===== config.mk =====
export PLATFORM = sky130hd
export DESIGN_NAME = mux_nway_arb
export DESIGN_NICKNAME = d
export VERILOG_FILES = /design/src/rtl/mux_pkg.sv /design/src/rtl/rr_arbiter.sv /design/src/rtl/mux_nway_arb.sv
export SDC_FILE = /design/constraint.sdc
export NUM_CORES = 1
export LEC_CHECK = 0
export CORE_ASPECT_RATIO = 1.2
export CORE_MARGIN = 4
export CORE_UTILIZATION = 30
export CTS_CLUSTER_DIAMETER = 150
export DETAILED_ROUTE_END_ITERATION = 12
export PLACE_DENSITY = 0.6
export SYNTH_ARGS = -nofsm -noshare
export SYNTH_HDL_FRONTEND = slang
export SYNTH_SLANG_ARGS = --single-unit

===== constraint.sdc =====
create_clock -name clk -period 3.3 [get_ports clk]
set_clock_uncertainty 0.05 [all_clocks]
set_input_delay 0.33 -clock clk [delete_from_list [all_inputs] [get_ports clk]]
set_output_delay 0.33 -clock clk [all_outputs]
set_load 0.05 [all_outputs]

===== src/rtl/mux_pkg.sv =====
// mux_pkg: shared constants and the round-robin priority search used by
// mux_nway_arb and rr_arbiter.
package mux_pkg;

  localparam logic MODE_FIXED = 1'b0;
  localparam logic MODE_RR    = 1'b1;

  localparam int DEF_WIDTH  = 16;
  localparam int DEF_NUM_CH = 4;
  localparam int MAX_CH     = 16;

  // Rotate-and-find-first: one-hot grant for the first set bit of req,
  // searching upward from ptr and wrapping at n-1 back to 0.
  function automatic logic [MAX_CH-1:0] rr_first_onehot(
    input logic [MAX_CH-1:0] req,
    input logic [3:0]        ptr,
    input int                n
  );
    logic [MAX_CH-1:0] gnt;
    logic              found;
    logic [4:0]        idx;
    gnt   = '0;
    found = 1'b0;
    for (int k = 0; k < MAX_CH; k++) begin
      if (k < n) begin
        idx = {1'b0, ptr} + 5'(k);
        if (idx >= 5'(n)) idx = idx - 5'(n);
        if (!found && req[idx[3:0]]) begin
          gnt[idx[3:0]] = 1'b1;
          found         = 1'b1;
        end
      end
    end
    return gnt;
  endfunction

endpackage


===== src/rtl/rr_arbiter.sv =====
// rr_arbiter: round-robin grant over NUM_CH requesters. Holds the rotating
// priority pointer; a lock input pins the grant to one requester.
module rr_arbiter
  import mux_pkg::*;
#(
  parameter int NUM_CH = DEF_NUM_CH,
  parameter int SEL_W  = $clog2(NUM_CH)
) (
  input  logic              clk,
  input  logic              rst_n,
  input  logic [NUM_CH-1:0] i_req,
  input  logic              i_advance,
  input  logic [SEL_W-1:0]  i_adv_idx,
  input  logic              i_lock,
  input  logic [SEL_W-1:0]  i_lock_idx,
  output logic [NUM_CH-1:0] o_grant,
  output logic [SEL_W-1:0]  o_idx
);

  logic [SEL_W-1:0]  r_ptr;
  logic [NUM_CH-1:0] w_search;

  // Pick the grant: locked requester if a lock is held, else rotating search.
  always_comb begin
    // NOTE: every output gets a default before any branch so no path leaves
    // it unassigned, which would infer a latch.
    o_grant  = '0;
    o_idx    = '0;
    w_search = NUM_CH'(rr_first_onehot(MAX_CH'(i_req), 4'(r_ptr), NUM_CH));
    for (int i = 0; i < NUM_CH; i++) begin
      if (i_lock) o_grant[i] = (i_lock_idx == SEL_W'(i)) && i_req[i];
      else        o_grant[i] = w_search[i];
    end
    for (int i = 0; i < NUM_CH; i++) begin
      if (o_grant[i]) o_idx = SEL_W'(i);
    end
  end

  // Pointer moves to the channel after the one that just completed.
  always_ff @(posedge clk) begin
    // NOTE: non-blocking assignments so every register samples pre-edge values.
    if (!rst_n) begin
      r_ptr <= '0;
    end else if (i_advance) begin
      r_ptr <= (i_adv_idx == SEL_W'(NUM_CH - 1)) ? '0 : i_adv_idx + SEL_W'(1);
    end
  end

endmodule


===== src/rtl/mux_nway_arb.sv =====
// mux_nway_arb: NUM_CH valid/ready channels into one registered output,
// fixed-select or round-robin. Optional packet locking is enabled by
// defining MUX_PKT_LOCK_EN (adds in_last / out_last).
module mux_nway_arb
  import mux_pkg::*;
#(
  parameter int WIDTH  = DEF_WIDTH,
  parameter int NUM_CH = DEF_NUM_CH,
  parameter int SEL_W  = $clog2(NUM_CH)
) (
  input  logic                    clk,
  input  logic                    rst_n,
  input  logic [NUM_CH*WIDTH-1:0] in_data,
  input  logic [NUM_CH-1:0]       in_valid,
  output logic [NUM_CH-1:0]       in_ready,
  input  logic                    mode,
  input  logic [SEL_W-1:0]        sel,
`ifdef MUX_PKT_LOCK_EN
  input  logic [NUM_CH-1:0]       in_last,
  output logic                    out_last,
`endif
  output logic [WIDTH-1:0]        out_data,
  output logic                    out_valid,
  output logic [SEL_W-1:0]        out_ch,
  input  logic                    out_ready
);

  logic              r_out_valid;
  logic [WIDTH-1:0]  r_out_data;
  logic [SEL_W-1:0]  r_out_ch;

  logic              w_load_ok;
  logic              w_xfer;
  logic              w_advance;
  logic              w_mode_eff;
  logic              w_lock;
  logic              w_last_beat;
  logic [SEL_W-1:0]  w_lock_idx;
  logic [SEL_W-1:0]  w_rr_idx;
  logic [SEL_W-1:0]  w_grant_idx;
  logic [NUM_CH-1:0] w_fix_grant;
  logic [NUM_CH-1:0] w_rr_grant;
  logic [NUM_CH-1:0] w_grant;
  logic [WIDTH-1:0]  w_mux_data;

  assign w_load_ok = !r_out_valid || out_ready;

  // Fixed select: an out-of-range sel matches no channel, so nothing is granted.
  always_comb begin
    w_fix_grant = '0;
    for (int i = 0; i < NUM_CH; i++) begin
      w_fix_grant[i] = (sel == SEL_W'(i)) && in_valid[i];
    end
  end

  rr_arbiter #(
    .NUM_CH (NUM_CH),
    .SEL_W  (SEL_W)
  ) u_rr_arbiter (
    .clk        (clk),
    .rst_n      (rst_n),
    .i_req      (in_valid),
    .i_advance  (w_advance),
    .i_adv_idx  (w_grant_idx),
    .i_lock     (w_lock),
    .i_lock_idx (w_lock_idx),
    .o_grant    (w_rr_grant),
    .o_idx      (w_rr_idx)
  );

  // A held lock routes through the arbiter regardless of mode.
  assign w_grant     = (w_lock || mode == MODE_RR) ? w_rr_grant : w_fix_grant;
  assign w_grant_idx = (w_lock || mode == MODE_RR) ? w_rr_idx   : sel;

  assign in_ready  = w_grant & {NUM_CH{w_load_ok && rst_n}};
  assign w_xfer    = |in_ready;
  assign w_advance = w_xfer && w_last_beat && (w_mode_eff == MODE_RR);

  // AND-OR data mux over the one-hot grant.
  always_comb begin
    w_mux_data = '0;
    for (int i = 0; i < NUM_CH; i++) begin
      w_mux_data = w_mux_data | (in_data[i*WIDTH +: WIDTH] & {WIDTH{w_grant[i]}});
    end
  end

  // One-entry output stage: load on transfer, drain to empty otherwise.
  always_ff @(posedge clk) begin
    if (!rst_n) begin
      r_out_valid <= 1'b0;
      r_out_data  <= '0;
      r_out_ch    <= '0;
    end else if (w_load_ok) begin
      r_out_valid <= w_xfer;
      if (w_xfer) begin
        r_out_data <= w_mux_data;
        r_out_ch   <= w_grant_idx;
      end
    end
  end

  assign out_valid = r_out_valid;
  assign out_data  = r_out_data;
  assign out_ch    = r_out_ch;

`ifdef MUX_PKT_LOCK_EN
  logic             r_lock;
  logic [SEL_W-1:0] r_lock_idx;
  logic             r_lock_mode;
  logic             r_out_last;

  assign w_lock      = r_lock;
  assign w_lock_idx  = r_lock_idx;
  assign w_mode_eff  = r_lock ? r_lock_mode : mode;
  assign w_last_beat = |(in_last & w_grant);

  // Lock onto a channel at a non-last beat; release on its last beat.
  // The mode seen at packet start governs the pointer at packet end.
  always_ff @(posedge clk) begin
    if (!rst_n) begin
      r_lock      <= 1'b0;
      r_lock_idx  <= '0;
      r_lock_mode <= MODE_FIXED;
    end else if (w_xfer) begin
      if (w_last_beat) begin
        r_lock <= 1'b0;
      end else begin
        r_lock      <= 1'b1;
        r_lock_idx  <= w_grant_idx;
        r_lock_mode <= w_mode_eff;
      end
    end
  end

  // out_last travels with out_data.
  always_ff @(posedge clk) begin
    if (!rst_n) begin
      r_out_last <= 1'b0;
    end else if (w_load_ok && w_xfer) begin
      r_out_last <= w_last_beat;
    end
  end

  assign out_last = r_out_last;
`else
  assign w_lock      = 1'b0;
  assign w_lock_idx  = '0;
  assign w_mode_eff  = mode;
  assign w_last_beat = 1'b1;
`endif

endmodule


After elaboration in Yosys (flattened, before gate mapping)
Index checks and enable logic that the tools add are counted.
- register bits after elaboration: 21
- input port bits: 74
- output and inout port bits: 23
- word-level logic and storage cells: 93
- $add $sub $neg: 8
- order comparisons: 12
- equality and inequality tests: 4
- multiplexer cells: 33
- bitwise gates (word level): 11
- reduce and logical (&&, ||, !) cells: 21
- operators with widths (cell ; number):
    $and 16x16->16 ; 4
    $or 16x16->16 ; 3
    $mux 4 ; 9
    $lt 4x5->1 const B ; 4
    $bmux 1 s4 ; 4
    $demux 1 s4 ; 4
    $ge 4x1->1 const B ; 4
    $ge 5x3->1 const B ; 3
    $logic_and 1x1->1 ; 13
    $mux 1 ; 12
    $or 4x4->4 ; 3
    $sub 4x3->4 const B ; 3
    $mux 2 ; 4
    $add 2x2->3 const B ; 2
    $eq 2x2->1 const B ; 3
    $and 4x4->4 ; 1
    $logic_not 1->1 ; 4
    $reduce_or 4->1 ; 1
    $sub 2x3->4 const B ; 1
    $add 2x1->3 const B ; 1
    $ge 2x3->1 const B ; 1
    $add 2x1->2 const B ; 1
    $eq 2x1->1 const B ; 1
    $logic_not 2->1 ; 1
    other kinds (2) ; 2

Longest topological paths before layout
- depth after elaboration: 20
- mapped depth: 13
- gate-level depth less buffers: 9

Hierarchy
Synthesis repeated with hierarchy kept, for this count alone.
- cell total of the unflattened synthesis: 272
- area, all modules: 2289.7 sq um
- modules (own cells, without submodules) (module ; times used ; cells an instance ; area an instance (sq um) ; sequential area each (sq um)):
    mux_nway_arb ; 1 ; 202 ; 1654.1 ; 380.4
    rr_arbiter ; 1 ; 70 ; 635.6 ; 40.0

Worst setup path after synthesis
OpenSTA, ideal clock, no wires.
- path type: register to output
- from: register u_rr_arbiter.r_ptr[0]
- to: output port in_ready[3]
- arrival time: 3277 ps
- data required time: 2920 ps
- setup slack: -357 ps
- cell stages (with the launch flop): 8
- path buffers: 1
- path through: dfxtp_1 > buf_6 > inv_1 > ha_1 > or4b_2 > a31oi_1 > a2111oi_4 > nor3_1
- cells in the longest elaborated chain, start to end: 16
- elaborated cells on any way between the ends: 61
- classes of those cells: add/sub (7); order compare (12); mux (28); bitwise (4); reduce/logical (10)
- ends and longest elaborated chain (element ; line ; text):
    start, declared ; rr_arbiter.sv:20 ; logic [SEL_W-1:0] r_ptr;
    start signal, assigned ; rr_arbiter.sv:45 ; r_ptr <= (i_adv_idx == SEL_W'(NUM_CH - 1)) ? '0 : i_adv_idx + SEL_W'(1);
    parallel branches: the longest is 13 deep, another holds $lt 4x5->1 ; - ;
    $mux 4 (*) ; mux_pkg.sv:28 ; if (!found && req[idx[3:0]]) begin
    $mux 4 (*) ; mux_nway_arb.sv:72 ; assign w_grant = (w_lock || mode == MODE_RR) ? w_rr_grant : w_fix_grant;
    $and 4x4->4 (*) ; mux_nway_arb.sv:75 ; assign in_ready = w_grant & {NUM_CH{w_load_ok && rst_n}};
    end, declared ; mux_nway_arb.sv:15 ; output logic [NUM_CH-1:0] in_ready,
Mark *: on every way between the ends. The select of a mux whose other input is x is not followed.

Worst setup path after layout
- from: input port in_valid[0]
- to: output port in_ready[0]
- cells in the longest elaborated chain, start to end: 14
- elaborated cells on any way between the ends: 27
- classes of those cells: mux (16); bitwise (4); reduce/logical (7)
- ends and longest elaborated chain (element ; line ; text):
    start, declared ; mux_nway_arb.sv:14 ; input logic [NUM_CH-1:0] in_valid,
    $bmux 1 s4 ; mux_pkg.sv:28 ;
    $mux 1 (not written as such) ; mux_pkg.sv:28 ;
    $mux 1 ; mux_pkg.sv:28 ;
    $logic_not 1->1 ; mux_pkg.sv:28 ;
    $logic_and 1x1->1 ; mux_pkg.sv:28 ;
    $mux 1 ; mux_pkg.sv:28 ;
    $logic_not 1->1 ; mux_pkg.sv:28 ;
    $logic_and 1x1->1 ; mux_pkg.sv:28 ;
    $mux 1 ; mux_pkg.sv:28 ;
    $logic_not 1->1 ; mux_pkg.sv:28 ;
    $logic_and 1x1->1 ; mux_pkg.sv:28 ;
    $mux 4 ; mux_pkg.sv:28 ;
    $mux 4 (*) ; mux_nway_arb.sv:72 ;
    $and 4x4->4 (*) ; mux_nway_arb.sv:75 ;
Every way passes the cells marked *; elsewhere a longest branch is shown, timed or not. The select of a mux whose other input is x is not followed.

==> results.sh <==
export IMPL_p_leak_nw=1.55
export IMPL_path_clk_slew_ns=0.08
export IMPL_first_pass_iters=4
export IMPL_grt_usage=0.194
export IMPL_diodes=0
export IMPL_crit_path_start_kind="primary input"
export IMPL_power_total_mw=1.29
export IMPL_sw_frac_of_total=0.424
export IMPL_tightest_slew_ns=0.588
export IMPL_synth_cells=308
export IMPL_critical_path_endpoint="in_ready[0]"
export IMPL_synth_top_family_by_area="compound AO/OA/AOI/OAI gates"
export IMPL_path_buf_inv=3
export IMPL_vias_per_cell=5.80
export IMPL_drt_iter0_drc=322
export IMPL_port_buffers=96
export IMPL_synthTopCellsByArea="dfxtp_1 (17%), mux2i_1 (8.8%), nand2_1 (6.7%)"
export IMPL_synthToLayoutAreaGrowth_pct=58.1
export IMPL_min_period_ns=3.22
export IMPL_die_width_um=91.5
export IMPL_final_net_count=505
export IMPL_cts_max_level=1
export IMPL_timing_final_ws_setup_ns=0.0805
export IMPL_layout_drive_gt1_share=0.182
export IMPL_async_reset_ff_frac=0
export IMPL_p_seq_frac=0.249
export IMPL_outcome="completed"
export IMPL_place_ws_ns=0.0751
export IMPL_synth_area_um2=2510
export IMPL_dp_cells=532
export IMPL_cpPeakStageDelay_ns=0.53
export IMPL_ios=97
export IMPL_crit_path_end_kind="output port"
export IMPL_cp_max_fo=19
export IMPL_power_density_nw_per_um2=325
export IMPL_rr_endpoint="out_data[4]"
export IMPL_r2r_start="u_rr_arbiter.r_ptr[0]"
export IMPL_place_congestion=0.947
export IMPL_fill_cells=776
export IMPL_clock_sinks=21
export IMPL_p_clk_frac=0.129
export IMPL_synth_compound_area_share=0.405
export IMPL_core_um2=8150
export IMPL_std_cell_rows=36
export IMPL_fin_crit_sh=0.976
export IMPL_drc=0
export IMPL_ys_flop_type="dfxtp_1"
export IMPL_synth_simple_area_share=0.176
export IMPL_hpwlAfterDp_mm=7.70
export IMPL_internal_power_mw=0.742
export IMPL_synth_edf_count=0
export IMPL_grt_ovfl_total=0
export IMPL_synth_adder_area_share=0.0399
export IMPL_die_area_um2=9900
export IMPL_grt_pass1_wl_mm=15.7
export IMPL_stdcell_count=536
export IMPL_first_global_vias=3180
export IMPL_ant_nets=0
export IMPL_drv_cap=0
export IMPL_slew_headroom=0.604
export IMPL_path_depth=8
export IMPL_p_sw_mw=0.547
export IMPL_start_util=0.308
export IMPL_synth_top_cell_by_area="dfxtp_1"
export IMPL_synth_cell_types=57
export IMPL_yosys_area_top_type_share=0.167
export IMPL_routedWlPerCell_um=18.3
export IMPL_max_freq_mhz=311
export IMPL_crit_arrival_ns=2.84
export IMPL_synthMuxAreaShare=0.125
export IMPL_finalHoldViolCount=0
export IMPL_grt_start_max_net_pins=24
export IMPL_hold_buffers=0
export IMPL_startpoint="in_valid[0]"
export IMPL_synth_xor_area_share=0
export IMPL_cts_tree="done"
export IMPL_worstSkewPairLatency_ns=0.25
export IMPL_syn_avg_cell_area_um2=8.15
export IMPL_die_height_um=108
export IMPL_required_ns=2.92
export IMPL_path_cells="clkdlybuf4s50_1 > mux2_4 > or4_4 > a211oi_4 > buf_12 > a21oi_2 > a21oi_2 > buf_12"
export IMPL_critPathTopFamily="buffers and inverters"
export IMPL_tns_ns=0
export IMPL_cp_slowest_cell="or4_4"
export IMPL_setup_viol=0
export IMPL_synth_seq_cells=21
export IMPL_antenna_found_initial=0
export IMPL_combPwrFrac=0.623
export IMPL_syn_num_nets=390
export IMPL_reg2reg_setup_slack_ns=0.31
export IMPL_hp_class="flip-flop to flip-flop"
export IMPL_drv_slew=0
export IMPL_cts_buffers=3
export IMPL_cts_path_max_buffers=2
export IMPL_postCtsSetupRepairBufs=0
export IMPL_irDropWorstVdd_mv=0.255
export IMPL_drt_wl_total_mm=9.79
export IMPL_whs_ns=0.414
export IMPL_yosysMostFrequentCell="nand2_1"
export IMPL_synth_common_cells="nand2_1 (45), inv_1 (22), mux2i_1 (22)"
export IMPL_yosysSeqAreaShare=0.167
export IMPL_cts_root_buf="clkbuf_8"
export IMPL_vias=3109
export IMPL_reg2reg_depth=11
export IMPL_critical_path_class="primary input to output port"
export IMPL_yosysWarnings=0
how the worst min path moves through the flow:
| stage | startpoint | to | cells past startpoint |
|---|---|---|---|
| after floorplan | rst_n | u_rr_arbiter.r_ptr[1] | 2 |
| after global placement | out_data[4] | out_data[4] | 2 |
| after detailed placement | out_data[15] | out_data[15] | 2 |
| after CTS | out_data[4] | out_data[4] | 2 |
| after global routing | out_data[9] | out_data[9] | 2 |
| final | out_data[7] | out_data[7] | 2 |
power groups by stage:
stage | clock (mW) | combinational [mW] | sequential (mW)
floorplan | 0 | 0.296 | 0.473
global placement | 0 | 0.798 | 0.326
detailed placement | 0 | 0.800 | 0.326
CTS | 0.171 | 0.803 | 0.321
global route | 0.181 | 0.850 | 0.327
finish | 0.166 | 0.803 | 0.321
logic make-up after synthesis:
kind of cell               after synthesis
muxes                                   27
and+or+nand+nor                         83
buffers and inverters                   46
DFF                                     21
AOI/OAI and AO/OA                      123
adders and majority gates                8
routing by layer:
layer	wire (µm)	track usage	part of all wire
met1	3710	0.218	0.38
met2	5000	0.358	0.51
met3	720	0.0341	0.074
met4	361	0.0797	0.037
met5	0	0	0
per-stage QoR:
step / instance area (µm²) / util
after floorplan: 2530 / -
after global placement: 3890 / 0.478
after detailed placement: 3890 / 0.478
after CTS: 3940 / 0.484
after global routing: 3970 / 0.487
final: 3970 / 0.487
tightest hold or removal path: stages (launching register included):
cell and delay [ns]:
dfxtp_1 0.31, nand2_1 0.05, mux2i_1 0.05
cell type report:
cell class / instances / area [µm²] / share of cell area
multi-input cells: 241 / 1940 / 0.488
repair buffers: 134 / 1340 / 0.338
flip-flops and latches: 21 / 420 / 0.106
well taps: 114 / 143 / 0.0359
inverters: 22 / 82.6 / 0.0208
clock buffers: 3 / 41.3 / 0.0104
clock inverters: 1 / 5.00 / 0.00126
what timing repair did:
action	CTS	global route
pin swaps	0	1
endpoints found under the hold margin	0	0
setup endpoints to repair	1	3
gates resized for setup	1	7
flip-flops by register name, indices dropped and copies added (netlist names):
register / count
u_rr_arbiter.r_ptr: 2
out_data: 16
out_ch: 2
out_valid: 1
cells in the final DEF (no fill, tap or decap), drive strengths merged, types with 2 or more instances in the layout:
cell,synthesis,final
a21oi,20,20
inv,22,22
o21ai,3,3
nand2b,3,3
clkbuf,16,3
or4,3,3
a211oi,17,17
mux2i,22,22
clkdlybuf4s50,0,91
mux2,2,2
o41ai,2,2
and2,3,3
nor3,5,5
nor4,3,3
nand2,45,45
a221o,16,16
a32oi,16,16
a22oi,16,16
nor2b,3,3
nand3,5,5
a2111oi,2,2
buf,8,42
a31oi,3,3
mux4,3,3
dfxtp,21,21
o211ai,17,17
nor2,3,3
ha,8,8
a2111o,2,2
nor4b,2,2
(Power assumes the default switching activity.)
